<file path="src/rtl/uart_cmd_responder.sv">
// uart_cmd_responder: device-side command endpoint behind a UART PHY.
// Decodes register write (0x57,addr,data -> 0x4B) and read (0x52,addr -> value)
// packets, drives a simple register port and returns the response byte(s)
// through a valid/ready transmit handshake.
// Optional feature macro: UART_CMD_RESP_CHECKSUM_EN adds a trailing XOR checksum
// byte per command and a two-byte read response.
// Handshake: a response byte transfers on a rising edge where tx_vld && tx_rdy;
// tx_vld and tx_data stay stable until then, and tx_vld never drops early.
module uart_cmd_responder #(
   parameter int ADDR_BITS    = 8,
   parameter int TIMEOUT_CLKS = 480000
) (
   input  logic                 clk,
   input  logic                 reset,
   input  logic                 rx_valid,
   input  logic [7:0]           rx_data,
   input  logic                 tx_rdy,
   output logic                 tx_vld,
   output logic [7:0]           tx_data,
   output logic [ADDR_BITS-1:0] reg_addr,
   output logic                 reg_wr_en,
   output logic [7:0]           reg_wr_data,
   output logic                 reg_rd_en,
   input  logic [7:0]           reg_rd_data,
   output logic                 busy,
   output logic                 err_timeout,
   output logic                 err_overrun
);

   localparam int TW = $clog2(TIMEOUT_CLKS + 1);
   localparam logic [TW-1:0] T_LAST = TW'(TIMEOUT_CLKS - 1);

   localparam logic [7:0] OP_WRITE = 8'h57;
   localparam logic [7:0] OP_READ  = 8'h52;
   localparam logic [7:0] RSP_ACK  = 8'h4B;
   localparam logic [7:0] RSP_BAD  = 8'h3F;
`ifdef UART_CMD_RESP_CHECKSUM_EN
   localparam logic [7:0] RSP_CSUM = 8'h21;
`endif

   typedef enum logic [2:0] {
      S_IDLE     = 3'd0,
      S_GET_ADDR = 3'd1,
      S_GET_DATA = 3'd2,
      S_READ     = 3'd3,
      S_CAPTURE  = 3'd4,
      S_SEND     = 3'd5
`ifdef UART_CMD_RESP_CHECKSUM_EN
      , S_GET_CSUM = 3'd6
`endif
   } state_t;

   state_t        state;
   logic          is_write;
   logic [TW-1:0] tcnt;
`ifdef UART_CMD_RESP_CHECKSUM_EN
   logic [7:0]    csum;
   logic          second_pend;
   logic          rearm;
`endif

   // Packet decoder, register strobes, response sequencing and inter-byte timeout
   always_ff @(posedge clk) begin
      if (reset) begin
         state       <= S_IDLE;
         is_write    <= 1'b0;
         tcnt        <= '0;
         tx_vld      <= 1'b0;
         tx_data     <= 8'h00;
         reg_addr    <= '0;
         reg_wr_en   <= 1'b0;
         reg_wr_data <= 8'h00;
         reg_rd_en   <= 1'b0;
         busy        <= 1'b0;
         err_timeout <= 1'b0;
         err_overrun <= 1'b0;
`ifdef UART_CMD_RESP_CHECKSUM_EN
         csum        <= 8'h00;
         second_pend <= 1'b0;
         rearm       <= 1'b0;
`endif
      end else begin
         // Strobes and error pulses last exactly one cycle
         reg_wr_en   <= 1'b0;
         reg_rd_en   <= 1'b0;
         err_timeout <= 1'b0;
         err_overrun <= 1'b0;

         case (state)
            S_IDLE: begin
               if (rx_valid) begin
                  tcnt <= '0;
                  busy <= 1'b1;
`ifdef UART_CMD_RESP_CHECKSUM_EN
                  csum <= rx_data;
`endif
                  if (rx_data == OP_WRITE || rx_data == OP_READ) begin
                     is_write <= (rx_data == OP_WRITE);
                     state    <= S_GET_ADDR;
                  end else begin
                     tx_data <= RSP_BAD;
                     tx_vld  <= 1'b1;
                     state   <= S_SEND;
                  end
               end
            end

            S_GET_ADDR: begin
               if (rx_valid) begin
                  tcnt     <= '0;
                  reg_addr <= rx_data[ADDR_BITS-1:0];
`ifdef UART_CMD_RESP_CHECKSUM_EN
                  csum     <= csum ^ rx_data;
                  state    <= is_write ? S_GET_DATA : S_GET_CSUM;
`else
                  if (is_write) begin
                     state <= S_GET_DATA;
                  end else begin
                     reg_rd_en <= 1'b1;
                     state     <= S_READ;
                  end
`endif
               end else if (tcnt == T_LAST) begin
                  tcnt        <= '0;
                  err_timeout <= 1'b1;
                  busy        <= 1'b0;
                  state       <= S_IDLE;
               end else begin
                  tcnt <= tcnt + TW'(1);
               end
            end

            S_GET_DATA: begin
               if (rx_valid) begin
                  tcnt        <= '0;
                  reg_wr_data <= rx_data;
`ifdef UART_CMD_RESP_CHECKSUM_EN
                  csum        <= csum ^ rx_data;
                  state       <= S_GET_CSUM;
`else
                  reg_wr_en   <= 1'b1;
                  tx_data     <= RSP_ACK;
                  tx_vld      <= 1'b1;
                  state       <= S_SEND;
`endif
               end else if (tcnt == T_LAST) begin
                  tcnt        <= '0;
                  err_timeout <= 1'b1;
                  busy        <= 1'b0;
                  state       <= S_IDLE;
               end else begin
                  tcnt <= tcnt + TW'(1);
               end
            end

`ifdef UART_CMD_RESP_CHECKSUM_EN
            S_GET_CSUM: begin
               if (rx_valid) begin
                  tcnt <= '0;
                  if (rx_data != csum) begin
                     tx_data <= RSP_CSUM;
                     tx_vld  <= 1'b1;
                     state   <= S_SEND;
                  end else if (is_write) begin
                     reg_wr_en <= 1'b1;
                     tx_data   <= RSP_ACK;
                     tx_vld    <= 1'b1;
                     state     <= S_SEND;
                  end else begin
                     reg_rd_en <= 1'b1;
                     state     <= S_READ;
                  end
               end else if (tcnt == T_LAST) begin
                  tcnt        <= '0;
                  err_timeout <= 1'b1;
                  busy        <= 1'b0;
                  state       <= S_IDLE;
               end else begin
                  tcnt <= tcnt + TW'(1);
               end
            end
`endif

            S_READ: begin
               err_overrun <= rx_valid;
               state       <= S_CAPTURE;
            end

            S_CAPTURE: begin
               err_overrun <= rx_valid;
               tx_data     <= reg_rd_data;
               tx_vld      <= 1'b1;
               state       <= S_SEND;
`ifdef UART_CMD_RESP_CHECKSUM_EN
               second_pend <= 1'b1;
`endif
            end

            S_SEND: begin
               err_overrun <= rx_valid;
               if (tx_vld && tx_rdy) begin
                  tx_vld <= 1'b0;
`ifdef UART_CMD_RESP_CHECKSUM_EN
                  if (second_pend) begin
                     // Second read byte is the data XOR the read opcode
                     tx_data     <= tx_data ^ OP_READ;
                     second_pend <= 1'b0;
                     rearm       <= 1'b1;
                  end else begin
                     busy  <= 1'b0;
                     state <= S_IDLE;
                  end
`else
                  busy  <= 1'b0;
                  state <= S_IDLE;
`endif
               end
`ifdef UART_CMD_RESP_CHECKSUM_EN
               else if (rearm) begin
                  tx_vld <= 1'b1;
                  rearm  <= 1'b0;
               end
`endif
            end

            default: begin
               busy  <= 1'b0;
               state <= S_IDLE;
            end
         endcase
      end
   end

endmodule
</file>
<file path="config.mk">
export PLATFORM = sky130hd
export DESIGN_NAME = uart_cmd_responder
export DESIGN_NICKNAME = d
export VERILOG_FILES = /design/src/rtl/uart_cmd_responder.sv
export SDC_FILE = /design/constraint.sdc
export NUM_CORES = 1
export LEC_CHECK = 0
export CAP_MARGIN = 5
export CELL_PAD_IN_SITES_DETAIL_PLACEMENT = 1
export CELL_PAD_IN_SITES_GLOBAL_PLACEMENT = 2
export CORE_ASPECT_RATIO = 0.9
export CORE_UTILIZATION = 25
export DETAILED_ROUTE_END_ITERATION = 7
export GPL_TIMING_DRIVEN = 1
export PLACE_DENSITY = 0.69
export SLEW_MARGIN = 20
export SYNTH_ARGS = -nofsm -noshare
export SYNTH_HDL_FRONTEND = slang
export SYNTH_SLANG_ARGS = --single-unit
</file>
<file path="constraint.sdc">
create_clock -name clk -period 1.9 [get_ports clk]
set_input_delay 0.19 -clock clk [delete_from_list [all_inputs] [get_ports clk]]
set_output_delay 0.19 -clock clk [all_outputs]
set_load 0.02 [all_outputs]
</file>
==> results by group, run 1 <==
Global routing
  – Fraction of met2 tracks used by global routing: approximately 23%
  – Met3 usage: 2.23%
  – First-pass GRT wire length: 11,500 um
  – Busiest layer in global routing: met2
  – Initial antenna violation count: 0
  – Vias in the first global route: 2,339
  – Final global-route overflow total: 0
  – Pin count of the biggest net entering global routing: 34
  – Met1 track utilization from global routing: 20.0%
  – GRT Overall Usage: 14.4%

Placed design
  – DPL Wire Length: 5260 um
  – Post-DP Area: 3320 um^2
  – Post-Place Cells: 485
  – Final RePlAce weighted congestion: roughly 0.71
  – Port Buffers: 49
  – Placement Setup Slack: -0.0569 ns

Logic synthesis
  – Library cell occupying the most area in the post-synthesis netlist: dfxtp_1
  – Top-area cell type share of the netlist area: a little over two fifths
  – Top FF cell, synth: dfxtp_1
  – Cell variety after synth: 50
  – Number of storage elements in the synthesis netlist: 53
  – Net count of the mapped netlist: 314
  – Area of the mapped netlist: around 2500 um^2
  – Post-synthesis area per instance: 8.40 um^2
  – Syn. warnings: 0
  – Cells taking the most area after synthesis: dfxtp_1, nand2_1, a21oi_1
  – Share of async-settable or async-resettable flops after synthesis: 0%
  – Sequential cell area fraction in the yosys report: 43.1%
  – Ranking of synthesized cells by instance count: dfxtp_1, nand2_1, nor2_1, a21oi_1, nand3_1
  – Number of standard cells after synthesis: 293
  – Number of enable-type register cells in the synthesized netlist: 0
  – Most used standard cell by instance count after synthesis: dfxtp_1

Layout
  – Final-layout fill cell count: 1,132
  – Final core area utilization: 36.7%
  – Diodes inserted: 0
  – Total non-filler cell area in the finished layout: 3420 um^2
  – Fin nets: just under 400
  – Fraction of final layout cells with drive strength greater than 1: 17.0%
  – Growth of design area from synthesis to finish: 39.2%
  – Filler-free cell count of the finished design: 493

Timing
  – Final period util: 86.3%
  – Final Hold Fails: 0
  – Final Critical Period: 1.64 ns
  – Setup TNS Final: 0 ns
  – Highest clock rate: 610 MHz
  – Setup repair after global routing missed its margin: no
  – Worst slew margin relative to its limit: 72.7%
  – Pins over their slew limit: 0
  – Final Hold Slack: 0.460 ns
  – Final setup violation count: 0
  – Setup WS post-layout: between 0.2 and 0.3 ns
  – Worst Tran Pin Value: 0.409 ns
  – Largest clock skew in the final design: 0.00304 ns

Detailed routing
  – Post-DRT Antenna Nets: 0
  – Avg WL per Cell: 14.0 um
  – Average vias per placed instance: 4.61
  – DR vias: 2,274
  – DR DRC count: 0
  – Sum of routed wire length over all layers: just under 7000 um
  – Number of iterations in the first detailed-routing pass: 4
  – Number of DRC markers after the initial detailed-route iteration: 49

Worst setup path
  – Worst Setup End Kind: flip-flop
  – R2r startpoint: state[1]$_SDFFE_PP0P_
  – Critical path startpoint category: flip-flop
  – Worst Reg2Reg Path Length in Cells: 5
  – Worst setup path start: state[1]$_SDFFE_PP0P_
  – Worst setup path endpoint: tcnt[10]$_SDFFE_PP0P_
  – Required time reported for the critical path endpoint: 2.11 ns
  – End of the worst register-to-register path: tcnt[10]$_SDFFE_PP0P_
  – Maximum net fanout on the critical path: 8
  – Register-to-register setup slack: 0.26 ns
  – Arrival time at the worst endpoint: 1.85 ns
  – Worst setup path category: reg2reg

Power and ir drop
  – Highest ir drop seen on vdd: about 0.28 mV
  – Total Power Consumption: 2.47 mW
  – Relative contribution of the clock network to total power: 26.7%
  – Sw power: 730 uW
  – Switching Fraction: approximately 30%
  – Register share of total power: 48.8%
  – Ratio of total power to cell area: 720 nW/um^2
  – Leakage component of the power: 1.24 nW
  – Internal power summed over all cells: 1.74 mW
  – Gate power share: between 20% and 30%

Clocking
  – Library cell used as clock root buffer: clkbuf_8
  – TritonCTS Buffers: 5
  – Clock tree from TritonCTS: yes
  – Clk_lat worst skew: around 0.31 ns
  – Hold buffer count at CTS: 0
  – Clk buf depth: 2
  – CTS sink count: 53
  – Number of cells upsized or downsized after cts: 0
  – Number of setup buffers added after CTS: 0
  – Clock transition at the registers of the reported paths: 0.09 ns
  – H-Tree Level Count: 2

Worst hold path
  – Path class of the lowest-slack min-delay path: reg2reg

Die
  – Starting density of the core: 26.4%
  – Width of the die: between 100 and 150 um
  – Site Rows: 33
  – Y dimension of the die: 96.1 um
  – Die Footprint: 10,200 um^2
  – Count of pins on the block boundary: 50
  – Core area: between 9000 and 10,000 um^2

Status
  – Run status: finished clean

Run
  – Maximum capacitance violations: 0
[how the worst min path moves through the flow]
stage                                     to  slack, ns  cells past startpoint                      from
floorplan           reg_addr[0]$_SDFFE_PP0P_       0.33                      2                rx_data[0]
global placement     tx_data[1]$_SDFFE_PP0P_       0.45                      2   tx_data[1]$_SDFFE_PP0P_
detailed placement   tx_data[0]$_SDFFE_PP0P_       0.45                      2   tx_data[0]$_SDFFE_PP0P_
CTS                 reg_addr[7]$_SDFFE_PP0P_       0.46                      2  reg_addr[7]$_SDFFE_PP0P_
global route        reg_addr[2]$_SDFFE_PP0P_       0.48                      2  reg_addr[2]$_SDFFE_PP0P_
finish              reg_addr[2]$_SDFFE_PP0P_       0.46                      2  reg_addr[2]$_SDFFE_PP0P_
[power groups by stage]
stage	Combinational [mW]	Clock (mW)	Sequential, mW
floorplan	0.290	0	1.27
global placement	0.592	0	1.23
detailed placement	0.595	0	1.23
CTS	0.599	0.695	1.20
global route	0.666	0.752	1.21
finish	0.605	0.659	1.20
[worst max-delay path, cell delays in order, from the launching register on]
cell     delay [ns]
dfxtp_1        0.40
a21o_1         0.25
or2_1          0.37
nor4_2         0.30
xnor2_1        0.17
nor2_2         0.04
[per-layer routing]
layer	part of all wire (%)	vias up	routed length [um]
met3	2.0	8	140
met4	1.4	0	95
li1	-	1171	-
met2	44	26	3060
met1	52	1069	3630
met5	0	-	0
[placed cells by master, fill, tap and decap left out, types with 2 or more instances in the layout]
cell type | netlist | final
a211oi_1 | 8 | 8
nand4bb_1 | 2 | 2
nand3_1 | 11 | 11
xnor2_1 | 6 | 6
dfxtp_1 | 53 | 53
xor2_1 | 8 | 8
nand4b_1 | 3 | 3
nor2b_1 | 7 | 7
o21ai_0 | 5 | 5
buf_4 | 0 | 37
nand2_1 | 45 | 45
o22ai_1 | 2 | 2
a21o_1 | 2 | 2
and3_1 | 5 | 5
nor2_2 | 10 | 10
inv_1 | 4 | 4
and2_1 | 4 | 4
clkdlybuf4s50_1 | 0 | 49
a22oi_1 | 2 | 2
nor4_2 | 2 | 2
nor2_1 | 28 | 28
buf_12 | 0 | 2
nand4_1 | 6 | 6
a21boi_0 | 2 | 2
clkbuf_8 | 0 | 6
a21oi_1 | 26 | 26
mux2i_1 | 2 | 2
nand2b_1 | 4 | 4
nor3_1 | 8 | 8
[state kept, by name, summed over array words and instances, names as in the netlist]
register     count
tx_data          8
tcnt            19
err_timeout      1
reg_wr_data      8
reg_wr_en        1
reg_addr         8
reg_rd_en        1
err_overrun      1
state            3
is_write         1
busy             1
tx_vld           1
[layout make-up]
cell class	count	area, um^2	area share (%)
Tap cell	122	153	4.46
Timing Repair Buffer	88	808	23.6
Clock buffer	7	86.3	2.52
Inverter	4	15.0	0.438
Sequential cell	53	1060	31.0
Multi-Input combinational cell	219	1300	38.0
[cells by family after synthesis]
group / Yosys count / synth area share, %
compound gates: 56 / 14.5
xor+xnor: 14 / 4.98
fa+ha+maj: 1 / 0.509
buf+inv: 21 / 3.97
flops: 53 / 43.1
mux: 2 / 0.814
simple gates: 146 / 32.1
Note: power is estimated with default switching activity, not from simulation.
==> run 2: changes to the inputs <==
--- a/config.mk
+++ b/config.mk
@@ -6,13 +6,11 @@
 export NUM_CORES = 1
 export LEC_CHECK = 0
 export CAP_MARGIN = 5
-export CELL_PAD_IN_SITES_DETAIL_PLACEMENT = 1
-export CELL_PAD_IN_SITES_GLOBAL_PLACEMENT = 2
 export CORE_ASPECT_RATIO = 0.9
-export CORE_UTILIZATION = 25
+export CORE_UTILIZATION = 51
 export DETAILED_ROUTE_END_ITERATION = 7
 export GPL_TIMING_DRIVEN = 1
-export PLACE_DENSITY = 0.69
+export PLACE_DENSITY = 0.8
 export SLEW_MARGIN = 20
 export SYNTH_ARGS = -nofsm -noshare
 export SYNTH_HDL_FRONTEND = slang
==> results by group, run 2 (synthesized netlist as in run 1, its figures left out) <==
Layout
  – Total non-filler cell area in the finished layout: 3310 um^2 (was 3420 um^2)
  – Growth of design area from synthesis to finish: 34.4% (was 39.2%)
  – Most flops, register: tcnt (unchanged)
  – Number of flip-flops in the largest register: 19 (unchanged)
  – Top library cells by usage in the layout, fill and taps aside: dfxtp_1, clkdlybuf4s50_1, nand2_1 (unchanged)
  – Fraction of final layout cells with drive strength greater than 1: 15.4% (was 17.0%)
  – Most frequent standard cell in the layout excluding fill and tap cells: dfxtp_1 (unchanged)
  – Final core area utilization: 72.7% (was 36.7%)
  – Fin nets: 384 (was 392)
  – Diodes inserted: 0 (unchanged)
  – Filler-free cell count of the finished design: 426 (was 493)

Detailed routing
  – Avg WL per Cell: 13.6 um (was 14.0 um)
  – Average vias per placed instance: 5.31 (was 4.61)
  – Number of DRC markers after the initial detailed-route iteration: 139 (was 49)
  – Sum of routed wire length over all layers: 5790 um (was 6930 um)
  – DR vias: 2,260 (was 2,274)
  – Number of iterations in the first detailed-routing pass: 4 (unchanged)
  – Post-DRT Antenna Nets: 0 (unchanged)
  – DR DRC count: 0 (unchanged)

Run
  – Maximum capacitance violations: 0 (unchanged)

Clocking
  – Hold buffer count at CTS: 0 (unchanged)
  – Clk buf depth: 2 (unchanged)
  – CTS sink count: 53 (unchanged)
  – Clock tree from TritonCTS: yes (unchanged)
  – H-Tree Level Count: 2 (unchanged)
  – Clock transition at the registers of the reported paths: 0.09 ns (about the same)
  – Library cell used as clock root buffer: clkbuf_8 (unchanged)
  – TritonCTS Buffers: 5 (unchanged)
  – Clk_lat worst skew: 0.30 ns (was 0.31 ns)

Die
  – Count of pins on the block boundary: 50 (unchanged)
  – Y dimension of the die: 67.9 um (was 96.1 um)
  – Width of the die: 75.2 um (was 107 um)
  – Die Footprint: 5110 um^2 (was 10,200 um^2)
  – Core area: 4550 um^2 (was 9330 um^2)
  – Site Rows: 23 (was 33)
  – Starting density of the core: 54.1% (was 26.4%)

Timing
  – Setup TNS Final: 0 ns (unchanged)
  – Worst Tran Pin Value: 0.365 ns (was 0.409 ns)
  – Final Critical Period: 1.72 ns (was 1.64 ns)
  – Setup WS post-layout: 0.184 ns (was 0.260 ns)
  – Final period util: 90.3% (was 86.3%)
  – Largest clock skew in the final design: 0.00630 ns (was 0.00304 ns)
  – Final Hold Slack: 0.458 ns (was 0.460 ns)
  – Final setup violation count: 0 (unchanged)
  – Highest clock rate: 583 MHz (was 610 MHz)
  – Worst slew margin relative to its limit: 75.5% (was 72.7%)
  – Final Hold Fails: 0 (unchanged)
  – Setup repair after global routing missed its margin: no (unchanged)
  – Pins over their slew limit: 0 (unchanged)

Worst setup path
  – Arrival time at the worst endpoint: 1.91 ns (was 1.85 ns)
  – Worst Setup End Kind: flip-flop (unchanged)
  – Required time reported for the critical path endpoint: 2.10 ns (was 2.11 ns)
  – Register-to-register setup slack: 0.18 ns (was 0.26 ns)
  – Critical path startpoint category: flip-flop (unchanged)
  – Maximum net fanout on the critical path: 5 (was 8)
  – Worst Reg2Reg Path Length in Cells: 6 (was 5)
  – Worst setup path category: reg2reg (unchanged)

Placed design
  – Post-Place Cells: 417 (was 485)
  – Post-DP Area: 3170 um^2 (was 3320 um^2)
  – Final RePlAce weighted congestion: 0.836 (was 0.708)
  – Port Buffers: 49 (unchanged)
  – Placement Setup Slack: 0.0203 ns (was -0.0569 ns)
  – DPL Wire Length: 4230 um (was 5260 um)

Worst hold path
  – Path class of the lowest-slack min-delay path: reg2reg (unchanged)
  – Hold Crit Depth: 2 (unchanged)

Power and ir drop
  – Total Power Consumption: 2.57 mW (was 2.47 mW)
  – Highest ir drop seen on vdd: 0.566 mV (was 0.284 mV)
  – Ratio of total power to cell area: 776 nW/um^2 (was 720 nW/um^2)
  – Leakage component of the power: 1.20 nW (was 1.24 nW)

Global routing
  – Vias in the first global route: 2,082 (was 2,339)
  – Initial antenna violation count: 0 (unchanged)
  – Final global-route overflow total: 0 (unchanged)
  – First-pass GRT wire length: 9380 um (was 11,500 um)
  – GRT Overall Usage: 24.3% (was 14.4%)
  – Pin count of the biggest net entering global routing: 24 (was 34)

Status
  – Run status: finished clean (unchanged)
## run 2: per-layer routing
| metal | up-vias | wire length, um | track usage, % |
|---|---|---|---|
| met5 | - | 0 | 0 |
| met4 | 0 | 78 | 7.87 |
| met3 | 9 | 223 | 4.57 |
| met2 | 48 | 2730 | 39.6 |
| met1 | 1043 | 2760 | 32.5 |
| li1 | 1160 | - | - |
## run 2: power breakdown
| part | internal (mW) | switching (mW) |
|---|---|---|
| Sequential | 1.17 | 0.0404 |
| Clock | 0.430 | 0.356 |
| Combinational | 0.270 | 0.305 |
| Total | 1.86 | 0.701 |
## run 2: repair_timing
action	in CTS	in global routing
buffers inserted	0	1
endpoints found under the setup margin	0	13
resized for setup	0	0
## run 2: worst paths after layout
path | start | end
setup / recovery | tcnt[10]$_SDFFE_PP0P_ | tcnt[1]$_SDFFE_PP0P_
hold / removal | reg_wr_data[7]$_SDFFE_PP0P_ | reg_wr_data[7]$_SDFFE_PP0P_
setup reg to reg | tcnt[10]$_SDFFE_PP0P_ | tcnt[1]$_SDFFE_PP0P_
hold reg to reg | reg_wr_data[7]$_SDFFE_PP0P_ | reg_wr_data[7]$_SDFFE_PP0P_
## run 2: area by class of cell
type	count	area, um^2
fillers	372	1240
inverters	4	15.0
clock inverters	1	30.0
repair buffers	80	736
clock buffers	7	86.3
multi-input cells	219	1300
flip-flops and latches	53	1060
well taps	62	77.6
## run 2: critical path, cell delays in order (launching register included)
cell	delay, ns
dfxtp_1	0.32
or4b_4	0.54
nor3_4	0.19
a21oi_2	0.14
buf_4	0.18
a22oi_1	0.18
nor2_1	0.06
